**src/rtl/boreal_action_gate_if.sv**
```systemverilog
// Bundles the MMIO bus, the action-request handshake and the executor handshake of boreal_action_gate.
// Ports: sel/wr/addr/wdata/rdata/ack (MMIO); act_valid/act_* /act_ready (request); exec_* (executor); deny_pulse.
// master = VM / host / executor side, slave = the gate itself.
interface boreal_action_gate_if;
  logic        sel;
  logic        wr;
  logic [31:0] addr;
  logic [31:0] wdata;
  logic [31:0] rdata;
  logic        ack;

  logic        act_valid;
  logic [31:0] act_opcode;
  logic [31:0] act_target;
  logic [31:0] act_arg0;
  logic [31:0] act_arg1;
  logic [31:0] act_context_hash;
  logic [31:0] act_policy_hash;
  logic [31:0] act_bounds;
  logic [31:0] act_nonce;
  logic        act_ready;

  logic        exec_valid;
  logic [31:0] exec_opcode;
  logic [31:0] exec_target;
  logic [31:0] exec_arg0;
  logic [31:0] exec_arg1;
  logic        exec_ready;

  logic        deny_pulse;

  modport master (
    output sel, wr, addr, wdata,
    input  rdata, ack,
    output act_valid, act_opcode, act_target, act_arg0, act_arg1,
    output act_context_hash, act_policy_hash, act_bounds, act_nonce,
    input  act_ready,
    input  exec_valid, exec_opcode, exec_target, exec_arg0, exec_arg1,
    output exec_ready,
    input  deny_pulse
  );

  modport slave (
    input  sel, wr, addr, wdata,
    output rdata, ack,
    input  act_valid, act_opcode, act_target, act_arg0, act_arg1,
    input  act_context_hash, act_policy_hash, act_bounds, act_nonce,
    output act_ready,
    output exec_valid, exec_opcode, exec_target, exec_arg0, exec_arg1,
    input  exec_ready,
    output deny_pulse
  );
endinterface

```
**src/rtl/boreal_action_gate.sv**
```systemverilog
// Purpose: captures one Decision VM action request, checks it against MMIO policy in EVAL_CYCLES
//   cycles, forwards approvals to the executor and counts/logs denials (MMIO base 0x1004_0000).
// Ports: clk, rst (sync active-high), bus (boreal_action_gate_if.slave: MMIO + request + executor).
// Optional macro BOREAL_GATE_NONCE_EN adds a strictly-increasing nonce check (reason 5).
module boreal_action_gate #(
  parameter int EVAL_CYCLES = 2,
  parameter int OPC_BITS    = 5
) (
  input  logic                 clk,
  input  logic                 rst,
  boreal_action_gate_if.slave  bus
);

  typedef enum logic [2:0] {
    S_IDLE  = 3'd0,
    S_EVAL  = 3'd1,
    S_ISSUE = 3'd2,
    S_DENY  = 3'd3,
    S_DROP  = 3'd4
  } state_t;

  localparam int CW = (EVAL_CYCLES > 1) ? $clog2(EVAL_CYCLES) : 1;

  state_t      state;
  logic [CW-1:0] eval_cnt;

  logic        act_ready_q;
  logic        exec_valid_q;
  logic        deny_q;
  logic [31:0] exec_opcode_q, exec_target_q, exec_arg0_q, exec_arg1_q;

  // latched request
  logic [31:0] req_opcode, req_target, req_arg0, req_arg1;
  logic [31:0] req_ctx, req_pol, req_bounds, req_nonce;

  // live policy registers and the copy taken at capture
  logic        ctrl_en;
  logic [31:0] allow_mask, tgt_lo, tgt_hi, arg0_max;
  logic        snap_en;
  logic [31:0] snap_mask, snap_lo, snap_hi, snap_amax;

  logic [31:0] accept_cnt, deny_cnt;
  logic [2:0]  last_reason;
`ifdef BOREAL_GATE_NONCE_EN
  logic [31:0] last_nonce;
`endif

  logic [7:0]  off;
  logic        wr_en;
  logic        clr_cnt;
  logic [2:0]  reason;
  logic [31:0] rdata_c;

  assign off     = bus.addr[7:0];
  assign wr_en   = bus.sel && bus.wr;
  assign clr_cnt = wr_en && (off == 8'h00) && bus.wdata[1];

  function automatic logic [31:0] sat_inc(input logic [31:0] v);
    return (v == 32'hFFFF_FFFF) ? v : v + 32'd1;
  endfunction

  // Verdict from the latched request and the policy snapshot; first failure wins.
  always_comb begin
    reason = 3'd0;
    if (!snap_en)
      reason = 3'd1;
    else if (((req_opcode >> OPC_BITS) != 32'd0) || !snap_mask[req_opcode[OPC_BITS-1:0]])
      reason = 3'd2;
    else if ((req_target < snap_lo) || (req_target > snap_hi))
      reason = 3'd3;
    else if (req_arg0 > snap_amax)
      reason = 3'd4;
`ifdef BOREAL_GATE_NONCE_EN
    else if (req_nonce <= last_nonce)
      reason = 3'd5;
`endif
  end

  always_ff @(posedge clk) begin
    if (rst) begin
      state         <= S_IDLE;
      eval_cnt      <= '0;
      act_ready_q   <= 1'b1;
      exec_valid_q  <= 1'b0;
      deny_q        <= 1'b0;
      exec_opcode_q <= '0;
      exec_target_q <= '0;
      exec_arg0_q   <= '0;
      exec_arg1_q   <= '0;
      req_opcode    <= '0;
      req_target    <= '0;
      req_arg0      <= '0;
      req_arg1      <= '0;
      req_ctx       <= '0;
      req_pol       <= '0;
      req_bounds    <= '0;
      req_nonce     <= '0;
      ctrl_en       <= 1'b0;
      allow_mask    <= '0;
      tgt_lo        <= '0;
      tgt_hi        <= 32'hFFFF_FFFF;
      arg0_max      <= 32'hFFFF_FFFF;
      snap_en       <= 1'b0;
      snap_mask     <= '0;
      snap_lo       <= '0;
      snap_hi       <= 32'hFFFF_FFFF;
      snap_amax     <= 32'hFFFF_FFFF;
      accept_cnt    <= '0;
      deny_cnt      <= '0;
      last_reason   <= '0;
`ifdef BOREAL_GATE_NONCE_EN
      last_nonce    <= '0;
`endif
    end else begin
      deny_q <= 1'b0;

      if (wr_en) begin
        case (off)
          8'h00: ctrl_en    <= bus.wdata[0];
          8'h04: allow_mask <= bus.wdata;
          8'h08: tgt_lo     <= bus.wdata;
          8'h0C: tgt_hi     <= bus.wdata;
          8'h10: arg0_max   <= bus.wdata;
          default: ;
        endcase
      end

      case (state)
        S_IDLE: begin
          act_ready_q <= 1'b1;
          if (bus.act_valid) begin
            req_opcode  <= bus.act_opcode;
            req_target  <= bus.act_target;
            req_arg0    <= bus.act_arg0;
            req_arg1    <= bus.act_arg1;
            req_ctx     <= bus.act_context_hash;
            req_pol     <= bus.act_policy_hash;
            req_bounds  <= bus.act_bounds;
            req_nonce   <= bus.act_nonce;
            // Snapshot uses pre-write values, so a same-edge MMIO write only affects the next capture.
            snap_en     <= ctrl_en;
            snap_mask   <= allow_mask;
            snap_lo     <= tgt_lo;
            snap_hi     <= tgt_hi;
            snap_amax   <= arg0_max;
            act_ready_q <= 1'b0;
            eval_cnt    <= '0;
            state       <= S_EVAL;
          end
        end
        S_EVAL: begin
          if (eval_cnt == CW'(EVAL_CYCLES - 1)) begin
            last_reason <= reason;
            if (reason == 3'd0) begin
              exec_valid_q  <= 1'b1;
              exec_opcode_q <= req_opcode;
              exec_target_q <= req_target;
              exec_arg0_q   <= req_arg0;
              exec_arg1_q   <= req_arg1;
`ifdef BOREAL_GATE_NONCE_EN
              last_nonce    <= req_nonce;
`endif
              state         <= S_ISSUE;
            end else begin
              deny_q   <= 1'b1;
              deny_cnt <= sat_inc(deny_cnt);
              state    <= S_DENY;
            end
          end else begin
            eval_cnt <= eval_cnt + CW'(1);
          end
        end
        S_ISSUE: begin
          if (bus.exec_ready) begin
            exec_valid_q <= 1'b0;
            accept_cnt   <= sat_inc(accept_cnt);
            state        <= S_DROP;
          end
        end
        S_DENY: state <= S_DROP;
        S_DROP: begin
          // Wait for the VM to release act_valid so the same request is not captured twice.
          if (!bus.act_valid) begin
            act_ready_q <= 1'b1;
            state       <= S_IDLE;
          end
        end
        default: state <= S_IDLE;
      endcase

      // Placed last so a clear overrides any increment on the same edge.
      if (clr_cnt) begin
        accept_cnt <= '0;
        deny_cnt   <= '0;
      end
    end
  end

  always_comb begin
    rdata_c = '0;
    case (off)
      8'h00: rdata_c[0] = ctrl_en;
      8'h04: rdata_c = allow_mask;
      8'h08: rdata_c = tgt_lo;
      8'h0C: rdata_c = tgt_hi;
      8'h10: rdata_c = arg0_max;
      8'h14: rdata_c = accept_cnt;
      8'h18: rdata_c = deny_cnt;
      8'h1C: begin
        rdata_c[2:0]  = state;
        rdata_c[10:8] = last_reason;
        rdata_c[16]   = act_ready_q;
      end
`ifdef BOREAL_GATE_NONCE_EN
      8'h20: rdata_c = last_nonce;
`endif
      default: ;
    endcase
  end

  assign bus.rdata       = rdata_c;
  assign bus.ack         = bus.sel;
  assign bus.act_ready   = act_ready_q;
  assign bus.exec_valid  = exec_valid_q;
  assign bus.exec_opcode = exec_opcode_q;
  assign bus.exec_target = exec_target_q;
  assign bus.exec_arg0   = exec_arg0_q;
  assign bus.exec_arg1   = exec_arg1_q;
  assign bus.deny_pulse  = deny_q;

  // Request fields that policy does not inspect are kept for completeness only.
  logic unused_bits;
  assign unused_bits = ^{bus.addr[31:8], req_ctx, req_pol, req_bounds
`ifndef BOREAL_GATE_NONCE_EN
                         , req_nonce
`endif
                        };

endmodule

```
**src/flat_wrapper.sv**
```systemverilog
// flat-port wrapper written by rule: the top's interface ports become plain ports
module boreal_action_gate_flat 
#(
  parameter int EVAL_CYCLES = 2,
  parameter int OPC_BITS    = 5
)
  (clk, rst, bus_sel, bus_wr, bus_addr, bus_wdata, bus_rdata, bus_ack, bus_act_valid, bus_act_opcode, bus_act_target, bus_act_arg0, bus_act_arg1, bus_act_context_hash, bus_act_policy_hash, bus_act_bounds, bus_act_nonce, bus_act_ready, bus_exec_valid, bus_exec_opcode, bus_exec_target, bus_exec_arg0, bus_exec_arg1, bus_exec_ready, bus_deny_pulse);
  boreal_action_gate_if bus_i ();
  input  logic clk;
  input  logic rst;
  input wire logic [$bits(bus_i.sel)-1:0] bus_sel;
  input wire logic [$bits(bus_i.wr)-1:0] bus_wr;
  input wire logic [$bits(bus_i.addr)-1:0] bus_addr;
  input wire logic [$bits(bus_i.wdata)-1:0] bus_wdata;
  output wire logic [$bits(bus_i.rdata)-1:0] bus_rdata;
  output wire logic [$bits(bus_i.ack)-1:0] bus_ack;
  input wire logic [$bits(bus_i.act_valid)-1:0] bus_act_valid;
  input wire logic [$bits(bus_i.act_opcode)-1:0] bus_act_opcode;
  input wire logic [$bits(bus_i.act_target)-1:0] bus_act_target;
  input wire logic [$bits(bus_i.act_arg0)-1:0] bus_act_arg0;
  input wire logic [$bits(bus_i.act_arg1)-1:0] bus_act_arg1;
  input wire logic [$bits(bus_i.act_context_hash)-1:0] bus_act_context_hash;
  input wire logic [$bits(bus_i.act_policy_hash)-1:0] bus_act_policy_hash;
  input wire logic [$bits(bus_i.act_bounds)-1:0] bus_act_bounds;
  input wire logic [$bits(bus_i.act_nonce)-1:0] bus_act_nonce;
  output wire logic [$bits(bus_i.act_ready)-1:0] bus_act_ready;
  output wire logic [$bits(bus_i.exec_valid)-1:0] bus_exec_valid;
  output wire logic [$bits(bus_i.exec_opcode)-1:0] bus_exec_opcode;
  output wire logic [$bits(bus_i.exec_target)-1:0] bus_exec_target;
  output wire logic [$bits(bus_i.exec_arg0)-1:0] bus_exec_arg0;
  output wire logic [$bits(bus_i.exec_arg1)-1:0] bus_exec_arg1;
  input wire logic [$bits(bus_i.exec_ready)-1:0] bus_exec_ready;
  output wire logic [$bits(bus_i.deny_pulse)-1:0] bus_deny_pulse;
  assign bus_i.sel = bus_sel;
  assign bus_i.wr = bus_wr;
  assign bus_i.addr = bus_addr;
  assign bus_i.wdata = bus_wdata;
  assign bus_rdata = bus_i.rdata;
  assign bus_ack = bus_i.ack;
  assign bus_i.act_valid = bus_act_valid;
  assign bus_i.act_opcode = bus_act_opcode;
  assign bus_i.act_target = bus_act_target;
  assign bus_i.act_arg0 = bus_act_arg0;
  assign bus_i.act_arg1 = bus_act_arg1;
  assign bus_i.act_context_hash = bus_act_context_hash;
  assign bus_i.act_policy_hash = bus_act_policy_hash;
  assign bus_i.act_bounds = bus_act_bounds;
  assign bus_i.act_nonce = bus_act_nonce;
  assign bus_act_ready = bus_i.act_ready;
  assign bus_exec_valid = bus_i.exec_valid;
  assign bus_exec_opcode = bus_i.exec_opcode;
  assign bus_exec_target = bus_i.exec_target;
  assign bus_exec_arg0 = bus_i.exec_arg0;
  assign bus_exec_arg1 = bus_i.exec_arg1;
  assign bus_i.exec_ready = bus_exec_ready;
  assign bus_deny_pulse = bus_i.deny_pulse;
  boreal_action_gate #(.EVAL_CYCLES(EVAL_CYCLES), .OPC_BITS(OPC_BITS)) u_core (.clk(clk), .rst(rst), .bus(bus_i));
endmodule
```
**config.mk**
```make
export PLATFORM = sky130hd
export DESIGN_NAME = boreal_action_gate_flat
export DESIGN_NICKNAME = d
export VERILOG_FILES = /design/src/rtl/boreal_action_gate_if.sv /design/src/rtl/boreal_action_gate.sv /design/src/flat_wrapper.sv
export SDC_FILE = /design/constraint.sdc
export NUM_CORES = 1
export LEC_CHECK = 0
export BUFFER_PORTS_ARGS = -buffer_cell sky130_fd_sc_hd__buf_2
export CAP_MARGIN = 20
export CORE_UTILIZATION = 49
export CTS_BUF_LIST = sky130_fd_sc_hd__clkbuf_8
export DETAILED_ROUTE_END_ITERATION = 8
export GPL_TIMING_DRIVEN = 0
export PLACE_DENSITY = 0.74
export SYNTH_ARGS = -nofsm -noshare
export SYNTH_HDL_FRONTEND = slang
export SYNTH_SLANG_ARGS = --single-unit
```
**constraint.sdc**
```tcl
create_clock -name clk -period 3.6 [get_ports clk]
set_clock_uncertainty 0.2 [all_clocks]
set_input_delay 0.18 -clock clk [delete_from_list [all_inputs] [get_ports clk]]
set_output_delay 0.18 -clock clk [all_outputs]
set_load 0.01 [all_outputs]
```
Word level (Yosys, flattened, before mapping)

Cells that the tools add are included.

Bits in registers: 588
Latch bits: 0
RAM bits: 0
Bits in read-only memories: 0
Input bits: 326
Output and inout bits: 164
Logic and storage cells: 115
Memories: 0

Add/subtract/negate cells: 3
$mul: 0
Div/mod/pow operators: 0
$lt $le $gt $ge: 4
Eq/ne operators: 18
Shift-type cells: 0
Muxes and demuxes: 30
Bitwise operators: 5
Reductions and logical operators: 29

Operator list:

| operator              | count |
|---|---|
| $pmux 15 s6           | 1 |
| $add 32x1->32 const B | 2 |
| $eq 32x32->1 const B  | 2 |
| $gt 32x32->1          | 2 |
| $pmux 5 s6            | 2 |
| $eq 8x5->1 const B    | 4 |
| $lt 32x32->1          | 1 |
| $reduce_bool 32->1    | 1 |
| $mux 3                | 8 |
| $pmux 3 s7            | 1 |
| $reduce_and 2->1      | 9 |
| $eq 8x4->1 const B    | 2 |
| $pmux 3 s5            | 1 |
| $pmux 2 s7            | 1 |
| $reduce_and 4->1      | 3 |
| $mux 1                | 10 |
| $eq 8x3->1 const B    | 1 |
| $logic_not 8->1       | 1 |
| $pmux 1 s8            | 1 |
| $pmux 1 s7            | 1 |
| $eq 3x2->1 const B    | 2 |
| $logic_not 3->1       | 2 |
| $lt 5x6->1 const B    | 1 |
| $ne 2x2->1 const B    | 3 |
| other kinds (14)      | 27 |

Depth between registers and ports, before layout

Gate-level depths: netlist (run 1).

Depth after elaboration: 10
Mapped depth: 14
Depth with buffers taken out: 11

Worst setup path before layout (run 1)

OpenSTA, ideal clock, no wires.

Kind: register -> register
Start: register u_core.snap_lo[28]
End: register u_core.exec_arg0_q[31], in the netlist u_core.bus.exec_arg0[31]
Setup time: 132 ps
Arrival time: 2786 ps
Data required time: 3268 ps
Path slack: 482 ps
Stages on the path, launching flop included: 15
Path buffers: 3
Clock period less this slack: 3118 ps
Path through: dfxtp_1 > inv_1 > ha_1 > and4_1 > nand3_1 > or3_1 > nor3_1 > a211oi_1 > or4b_1 > buf_4 > or2_1 > buf_6 > buf_6 > nand2_1 > a21oi_1

Cells in the longest elaborated chain, start to end: 7

Ends and longest elaborated chain:

| what                              | line                      | source |
|---|---|---|
| start: declaration                | boreal_action_gate.sv:40  | `logic [31:0] snap_mask, snap_lo, snap_hi, snap_amax;` |
| start signal: assignment          | boreal_action_gate.sv:143 | `snap_lo <= tgt_lo;` |
| $lt 32x32->1                      | boreal_action_gate.sv:69  | `else if ((req_target < snap_lo) \|\| (req_target > snap_hi))` |
| $logic_or 1x1->1                  | boreal_action_gate.sv:69  |  |
| $mux 3                            | boreal_action_gate.sv:69  |  |
| $mux 3                            | boreal_action_gate.sv:67  | `else if (((req_opcode >> OPC_BITS) != 32'd0) \|\| !snap_mask[req_opcode[OPC_BITS-1:0]])` |
| $mux 3                            | boreal_action_gate.sv:65  | `if (!snap_en)` |
| $logic_not 3->1                   | boreal_action_gate.sv:154 | `if (reason == 3'd0) begin` |
| $reduce_and 3->1 (no source line) | --                        |  |
| end signal: assignment            | boreal_action_gate.sv:158 | `exec_arg0_q <= req_arg0;` |
| end: declaration                  | boreal_action_gate.sv:30  | `logic [31:0] exec_opcode_q, exec_target_q, exec_arg0_q, exec_arg1_q;` |

No other way between the ends.
A chain may end at the register's enable or synchronous reset.

Final worst setup path (run 1)

Start: register u_core.snap_hi[31]
End: register u_core.exec_opcode_q[4], in the netlist u_core.bus.exec_opcode[4]

Cells in the longest elaborated chain, start to end: 7

Ends and longest elaborated chain:

| what                              | line                      | source |
|---|---|---|
| start: declaration                | boreal_action_gate.sv:40  |  |
| start signal: assignment          | boreal_action_gate.sv:144 | `snap_hi <= tgt_hi;` |
| $gt 32x32->1                      | boreal_action_gate.sv:69  |  |
| $logic_or 1x1->1                  | boreal_action_gate.sv:69  |  |
| $mux 3                            | boreal_action_gate.sv:69  |  |
| $mux 3                            | boreal_action_gate.sv:67  |  |
| $mux 3                            | boreal_action_gate.sv:65  |  |
| $logic_not 3->1                   | boreal_action_gate.sv:154 |  |
| $reduce_and 3->1 (no source line) | --                        |  |
| end signal: assignment            | boreal_action_gate.sv:156 | `exec_opcode_q <= req_opcode;` |
| end: declaration                  | boreal_action_gate.sv:30  |  |

No other way between the ends.

==> results of run 1 <==
[routing by layer]
metal	routed length (microns)	part of all wire	track usage	up-vias
met2	41100	0.44	0.519	1404
met4	5020	0.054	0.174	0
met3	10300	0.11	0.0730	337
met5	0	0	0	-
li1	-	-	-	11500
met1	36700	0.39	0.453	11700
[cells by family (layout without fill, tap and decap cells)]
family                     count (synthesis)  in the layout  synth area share
AOI/OAI and AO/OA                        730            730             0.185
xor gates and xnor gates                  35             35            0.0124
adders and majority gates                 97             97            0.0492
buffers and inverters                    313           1032            0.0531
DFF                                      588            588             0.477
muxes                                     18             18            0.0124
other                                      0              4                 0
and+or+nand+nor                         1205           1205             0.210
[through the flow]
stage               total power [mW]  hold WS [ns]   util
CTS                             13.8        0.0104  0.637
global placement                8.02         0.223  0.552
global route                    14.4        0.0660  0.663
floorplan                       7.57        0.0979      -
finish                          13.9        0.0548  0.663
detailed placement              8.05         0.227  0.554
[layout by cell type, fill, tap and decap left out, types with 9 or more instances in the layout]
cell,synthesis,routed
a211o_1,127,127
a21o_1,12,12
a21oi_1,425,367
a21oi_2,0,58
a222oi_1,25,25
a22oi_1,40,40
and2_1,32,32
and3_1,14,14
and4_1,9,9
buf_12,0,11
buf_2,6,343
buf_4,14,23
buf_8,0,15
clkbuf_1,162,154
clkbuf_16,0,14
clkbuf_8,0,114
dfxtp_1,588,570
dfxtp_2,0,13
dlygate4sd3_1,0,172
ha_1,97,88
ha_4,0,9
inv_1,112,144
mux4_2,10,10
nand2_1,800,721
nand2_2,1,36
nand2_4,0,43
nand3_1,39,38
nand4_1,30,30
nor2_1,132,131
nor2b_1,68,67
nor3_1,15,14
o211ai_1,31,31
o21ai_0,34,31
or3_1,29,27
xnor2_1,16,16
xor2_1,19,19
[worst paths after layout]
kind | from | endpoint | depth (start not counted)
worst max-delay path | u_core.snap_hi[31] | u_core.bus.exec_opcode[4] | 14
worst min-delay path | bus_act_arg0[17] | u_core.req_arg0[17] | 4
worst max register to register | u_core.snap_hi[31] | u_core.bus.exec_opcode[4] | 14
worst min register to register | u_core.bus.exec_arg1[4] | u_core.bus.exec_arg1[4] | 2
[cell type report]
| cell class | instances | area (sq um) |
|---|---|---|
| Buffer | 198 | 1050 |
| Fill cell | 4013 | 16600 |
| Antenna cell | 4 | 10.0 |
| Timing Repair Buffer | 554 | 4130 |
| Tap cell | 664 | 831 |
| Inverter | 113 | 427 |
| Multi-Input combinational cell | 2085 | 12500 |
| Clock buffer | 114 | 1570 |
| Clock inverter | 53 | 294 |
| Sequential cell | 588 | 11800 |
[worst reg2reg max path, cell delays in order, from the launching register on]
cell and delay, ns:
dfxtp_1 0.31, inv_1 0.11, ha_1 0.36, nand4_1 0.23
buf_4 0.23, nor4_4 0.22, nor2b_2 0.21, o22ai_2 0.16
or4b_4 0.63, nor2_4 0.25, buf_6 0.15, buf_12 0.13
bufbuf_16 0.28, nand2_1 0.06, a21oi_1 0.14
[what timing repair did]
action | CTS | global route
setup endpoints to repair | 161 | 164
cloned | 3 | 16
hold buffers | 172 | 0
setup buffers | 14 | 10
gates resized for setup | 81 | 258
pin swaps | 27 | 69
endpoints found under the hold margin | 299 | 0
[power by group through the flow]
stage	combinational, mW	clock (mW)	sequential, mW
2_1_floorplan	0.684	0	6.88
3_3_place_gp	1.09	0	6.93
3_5_place_dp	1.12	0	6.93
4_1_cts	1.31	5.75	6.80
5_1_grt	1.51	6.05	6.82
6_report	1.40	5.73	6.81
==> summary.md, run 1 <==
| Metric | Value |
|---|---|
| Status | `finished, violations left` |
| Failing checks | `design-rule violations, negative setup slack` |
| Die area | `51200 sq um` |
| Worst setup margin | `-0.158 ns` |
| Fraction of layout instances using a drive strength above 1 | `0.205` |
| DRC | `1` |
| Die Ht | `226 microns` |
| Vias | `25000` |
| CTS root buf | `clkbuf_8` |
| Int Power | `10.2 mW` |
| Crit path largest cell delay | `0.63 ns` |
| Pins Over Slew Limit | `0` |
| FF-to-FF setup slack | `-0.16 ns` |
| Clk Latency, worst-skew pair | `0.72 ns` |
| Synthesis-to-finish area growth | `32.4%` |
| Clock Path Buffers | `3` |
| CP startpoint kind | `flop` |
| #FFs+latches synth | `588` |
| Peak VDD IR | `0.376 mV` |
| Final setup fails | `115` |
| Final setup TNS | `-8.69 ns` |
| Gate power share | `0.100` |
| Largest net degree at the start of global routing | `14` |
| Initial antenna violation count | `3` |
| Seq pwr share | `0.488` |
| Initial cell density of the core | `0.501` |
| Crit path max-delay cell type | `or4b_4` |
| PD cells | `427 nW/um^2` |
| Total Wirelength | `93.2 mm` |
| # rows | `81` |
| Cell with the most instances after synthesis | `nand2_1` |
| CTS Buf Count | `94` |
| Yosys warns | `0` |
| Cells after Synth | `2986` |
| Top cell type's share of synthesized area | `0.477` |
| Worst Path Arrival | `4.17 ns` |
| Final worst-path cycle share | `1.04` |
| Fmax | `0.266 GHz` |
| Worst Hold Class | `primary input to flop` |
| Lkg Pwr | `13.2 nW` |
| Width of the die | `226 microns` |
| Slew margin rel. | `0.199` |
| Initial DRC count | `3363` |
| Clk sinks | `588` |
| Unrepaired setup endpoints after global routing | `true` |
| Clock power frac | `0.411` |
| Final ANT Viol Nets | `0` |
| CP Capture Type | `flop` |
| WL/cell | `21.3 microns` |
| Placer Congestion | `0.980` |
| CTS tree | `done` |
| DR pass1 iterations | `9` |
| Net Sw Power | `3.72 mW` |
| Finished Layout Cells | `4373` |
| Fin. Hold Viols | `0` |
| Design area | `32600 sq um` |
| Max Cap Viol | `0` |
| CP Max Fanout | `7` |
| Syn Nets | `3409` |
| Most frequent cells after synthesis | `nand2_1, dfxtp_1, a21oi_1, clkbuf_1, nor2_1` |
| Register area share after synthesis | `0.477` |
| Buffers & Inverters on Critical Path | `5` |
| First-pass GRT wire length | `132 mm` |
| Critical path start-end classification | `flop to flop` |
| Via/cell ratio | `5.72` |
| Port Buffers | `337` |
| GRT Residual Overflow | `0` |
| Post-layout min period | `3.76 ns` |
| DP HPWL | `64.7 mm` |
| Htree depth | `3` |
| Gr usage total | `0.341` |
| Count of cell types in the netlist | `60` |
| Post-synth ARST share | `0` |
| Placed instance area | `27300 sq um` |
| Synth Area per Inst | `8.26 sq um` |
| Worst slew pin tran | `1.19 ns` |
| Cell family with most CP delay | `simple AND/OR/NAND/NOR gates` |
| Synth Cell Area | `24700 sq um` |
| I/O Pins | `490` |
| Biggest area consumer among synthesized cells | `dfxtp_1` |
| CP Cell Sequence | `inv_1, ha_1, nand4_1, buf_4, nor4_4, nor2b_2, o22ai_2, or4b_4, nor2_4, buf_6, buf_12, bufbuf_16, nand2_1, a21oi_1` |
| Sw frac | `0.267` |
| Req. time, crit path | `4.01 ns` |
| Placed cell count | `3992` |
| Synth top area cells | `dfxtp_1, nand2_1, a21oi_1` |
| Number of global-route vias before repair | `22500` |
| Pre-CTS setup slack | `-0.948 ns` |
| Clk slew on worst S/H paths | `0.06 ns` |
| Nets | `4057` |
| Core footprint | `49300 sq um` |
| Number of synthesized flops with an enable pin | `0` |
| Ys flop type | `dfxtp_1` |
(Power assumes the default switching activity.)
==> run 2: changes to the inputs <==
CORE_MARGIN = 5   (was not set)
==> summary.md, run 2 (same netlist as run 1, synthesis figures left out) <==
| Metric | Value |
|---|---|
| Status | `finished, violations left` |
| Failing checks | `negative setup slack` |
| Buffers & Inverters on Critical Path | `2 (-3)` |
| CP Cell Sequence | `ha_4, nand4_1, nor4_4, nand2_1, o31ai_4, a31oi_4, or4b_4, or2_4, clkbuf_16, clkbuf_16, nand2_2, a21oi_2` |
| Placed instance area | `27200 sq um (about the same)` |
| Most numerous cell on the critical path | `clkbuf_16` |
| Crit path largest cell delay | `0.60 ns (-0.03 ns)` |
| WL/cell | `20.7 microns (-2.7%)` |
| CP startpoint kind | `flop` |
| Post-layout min period | `3.70 ns (-0.0600 ns)` |
| CP Max Fanout | `7 (unchanged)` |
| Placer Congestion | `0.965 (-1.5%)` |
| Worst setup margin | `-0.0982 ns (+0.0600 ns)` |
| Final worst-path cycle share | `1.03 (-0.0167)` |
| Unrepaired setup endpoints after global routing | `true` |
| Power, Total | `13.9 mW (-0.56%)` |
| FF-to-FF path depth | `12 (-2)` |
| Lkg Pwr | `12.9 nW (-2.7%)` |
| Die Ht | `234 microns (+3.5%)` |
| Via/cell ratio | `5.55 (-3.1%)` |
| Most common library cell in the layout ignoring fill and taps | `nand2_1` |
| Vias | `24200 (-3.3%)` |
| GRT Residual Overflow | `0 (unchanged)` |
| Fraction of layout instances using a drive strength above 1 | `0.187 (-0.0180)` |
| Max Cap Viol | `0 (unchanged)` |
| Total Wirelength | `90.5 mm (-3.0%)` |
| DRC | `0 (-1)` |
| Fin. Hold Viols | `0 (unchanged)` |
| Crit path max-delay cell type | `or4b_4` |
| Clk Latency, worst-skew pair | `0.72 ns (about the same)` |
| Die area | `54900 sq um (+7.2%)` |
| Clock Path Buffers | `3 (unchanged)` |
| CTS root buf | `clkbuf_8` |
| Slew margin rel. | `0.177 (-0.0217)` |
| Clk sinks | `588 (unchanged)` |
| Cell family with most CP delay | `simple AND/OR/NAND/NOR gates` |
| Gr usage total | `0.307 (-0.0334)` |
| CTS tree | `done` |
| Hold depth | `4 (unchanged)` |
| WP depth | `12 (-2)` |
| Fmax | `0.270 GHz (+1.6%)` |
| Pins Over Slew Limit | `0 (unchanged)` |
| First-pass GRT wire length | `130 mm (-1.5%)` |
| Port Buffers | `337 (unchanged)` |
| Largest net degree at the start of global routing | `15 (+1)` |
| Initial antenna violation count | `1 (-2)` |
| Most frequent cells in the layout | `nand2_1, dfxtp_1, a21oi_1, buf_2, dlygate4sd3_1` |
| Final setup TNS | `-4.27 ns (+4.42 ns)` |
| Worst Path Arrival | `4.05 ns (-0.12 ns)` |
| PD cells | `432 nW/um^2 (+1.1%)` |
| I/O Pins | `490 (unchanged)` |
| DR pass1 iterations | `8 (-1)` |
| Clk slew on worst S/H paths | `0.07 ns (about the same)` |
| Initial DRC count | `2956 (-12%)` |
| Worst Hold Class | `primary input to flop` |
| Number of global-route vias before repair | `22300 (-0.97%)` |
| Nets | `4042 (-0.37%)` |
| Initial cell density of the core | `0.494 (-0.00712)` |
| DP HPWL | `65.6 mm (+1.5%)` |
| Post-layout util | `0.643 (-0.0203)` |
| # rows | `82 (+1.2%)` |
| Design area | `32100 sq um (-1.7%)` |
| CTS Buf Count | `92 (-2.1%)` |
| Req. time, crit path | `3.95 ns (-0.06 ns)` |
| Htree depth | `3 (unchanged)` |
| Synthesis-to-finish area growth | `30.2%` |
| Final ANT Viol Nets | `0 (unchanged)` |
| Core footprint | `50000 sq um (+1.4%)` |
| Worst slew pin tran | `1.22 ns (+0.0323 ns)` |
| Width of the die | `234 microns (+3.5%)` |
| CP Capture Type | `flop` |
| Final setup fails | `93 (-19%)` |
| Peak VDD IR | `0.280 mV (-25%)` |
| Critical path start-end classification | `flop to flop` |
run 2: worst paths after layout:
check	slack, ns	from	to
min	0.05	bus_act_arg1[19]	u_core.req_arg1[19]
max reg2reg	-0.1	u_core.req_arg0[29]	u_core.bus.exec_arg1[13]
max	-0.1	u_core.req_arg0[29]	u_core.bus.exec_arg1[13]
min reg2reg	0.25	u_core.bus.exec_target[10]	u_core.bus.exec_target[10]
run 2: worst reg2reg max path: stages (launching register included):
cell       delay, ns
dfxtp_4         0.39
ha_4            0.28
nand4_1         0.21
nor4_4          0.42
nand2_1         0.14
o31ai_4         0.32
a31oi_4         0.11
or4b_4          0.60
or2_4           0.32
clkbuf_16       0.22
clkbuf_16       0.19
nand2_2         0.08
a21oi_2         0.05
run 2: cell type report:
type | instances | area, sq um
repair buffers | 540 | 3840
fillers | 4077 | 17900
clock inverters | 46 | 280
diodes | 3 | 7.51
multi-input cells | 2085 | 12300
plain buffers | 199 | 1030
inverters | 113 | 424
clock buffers | 116 | 1600
well taps | 672 | 841
flip-flops and latches | 588 | 11800
run 2: timing repair:
action / 4_1_cts / 5_1_grt
setup buffers: 10 / 8
endpoints found under the setup margin: 163 / 150
resized for setup: 68 / 167
endpoints found under the hold margin: 299 / 0
hold buffers: 171 / 0
pin swaps: 22 / 51
cloned: 1 / 10
run 2: metal layers:
metal  up-vias  routed length, microns  global-route usage  part of all wire
li1      11500                       -                   -                 -
met1     11200                   36000               0.413              0.40
met2      1240                   40900               0.482              0.45
met3       245                    9510              0.0756              0.11
met4         0                    4080               0.116             0.045
met5         -                       0                   0                 0
run 2: metrics by stage:
stage               instances  hold WS (ns)  setup WS [ns]
finish                   4362        0.0541        -0.0982
global route             4359        0.0337         -0.213
CTS                      4342       0.00775        -0.0150
detailed placement       3998         0.229         -0.971
global placement         3995         0.222         -0.999
floorplan                2986        0.0979          0.482
run 2: power breakdown:
part | leakage [nW] | internal, mW | total [mW] | switching, mW
clock | 1.07 | 2.99 | 5.71 | 2.72
sequential | 4.78 | 6.67 | 6.80 | 0.125
combinational | 7.03 | 0.525 | 1.36 | 0.836
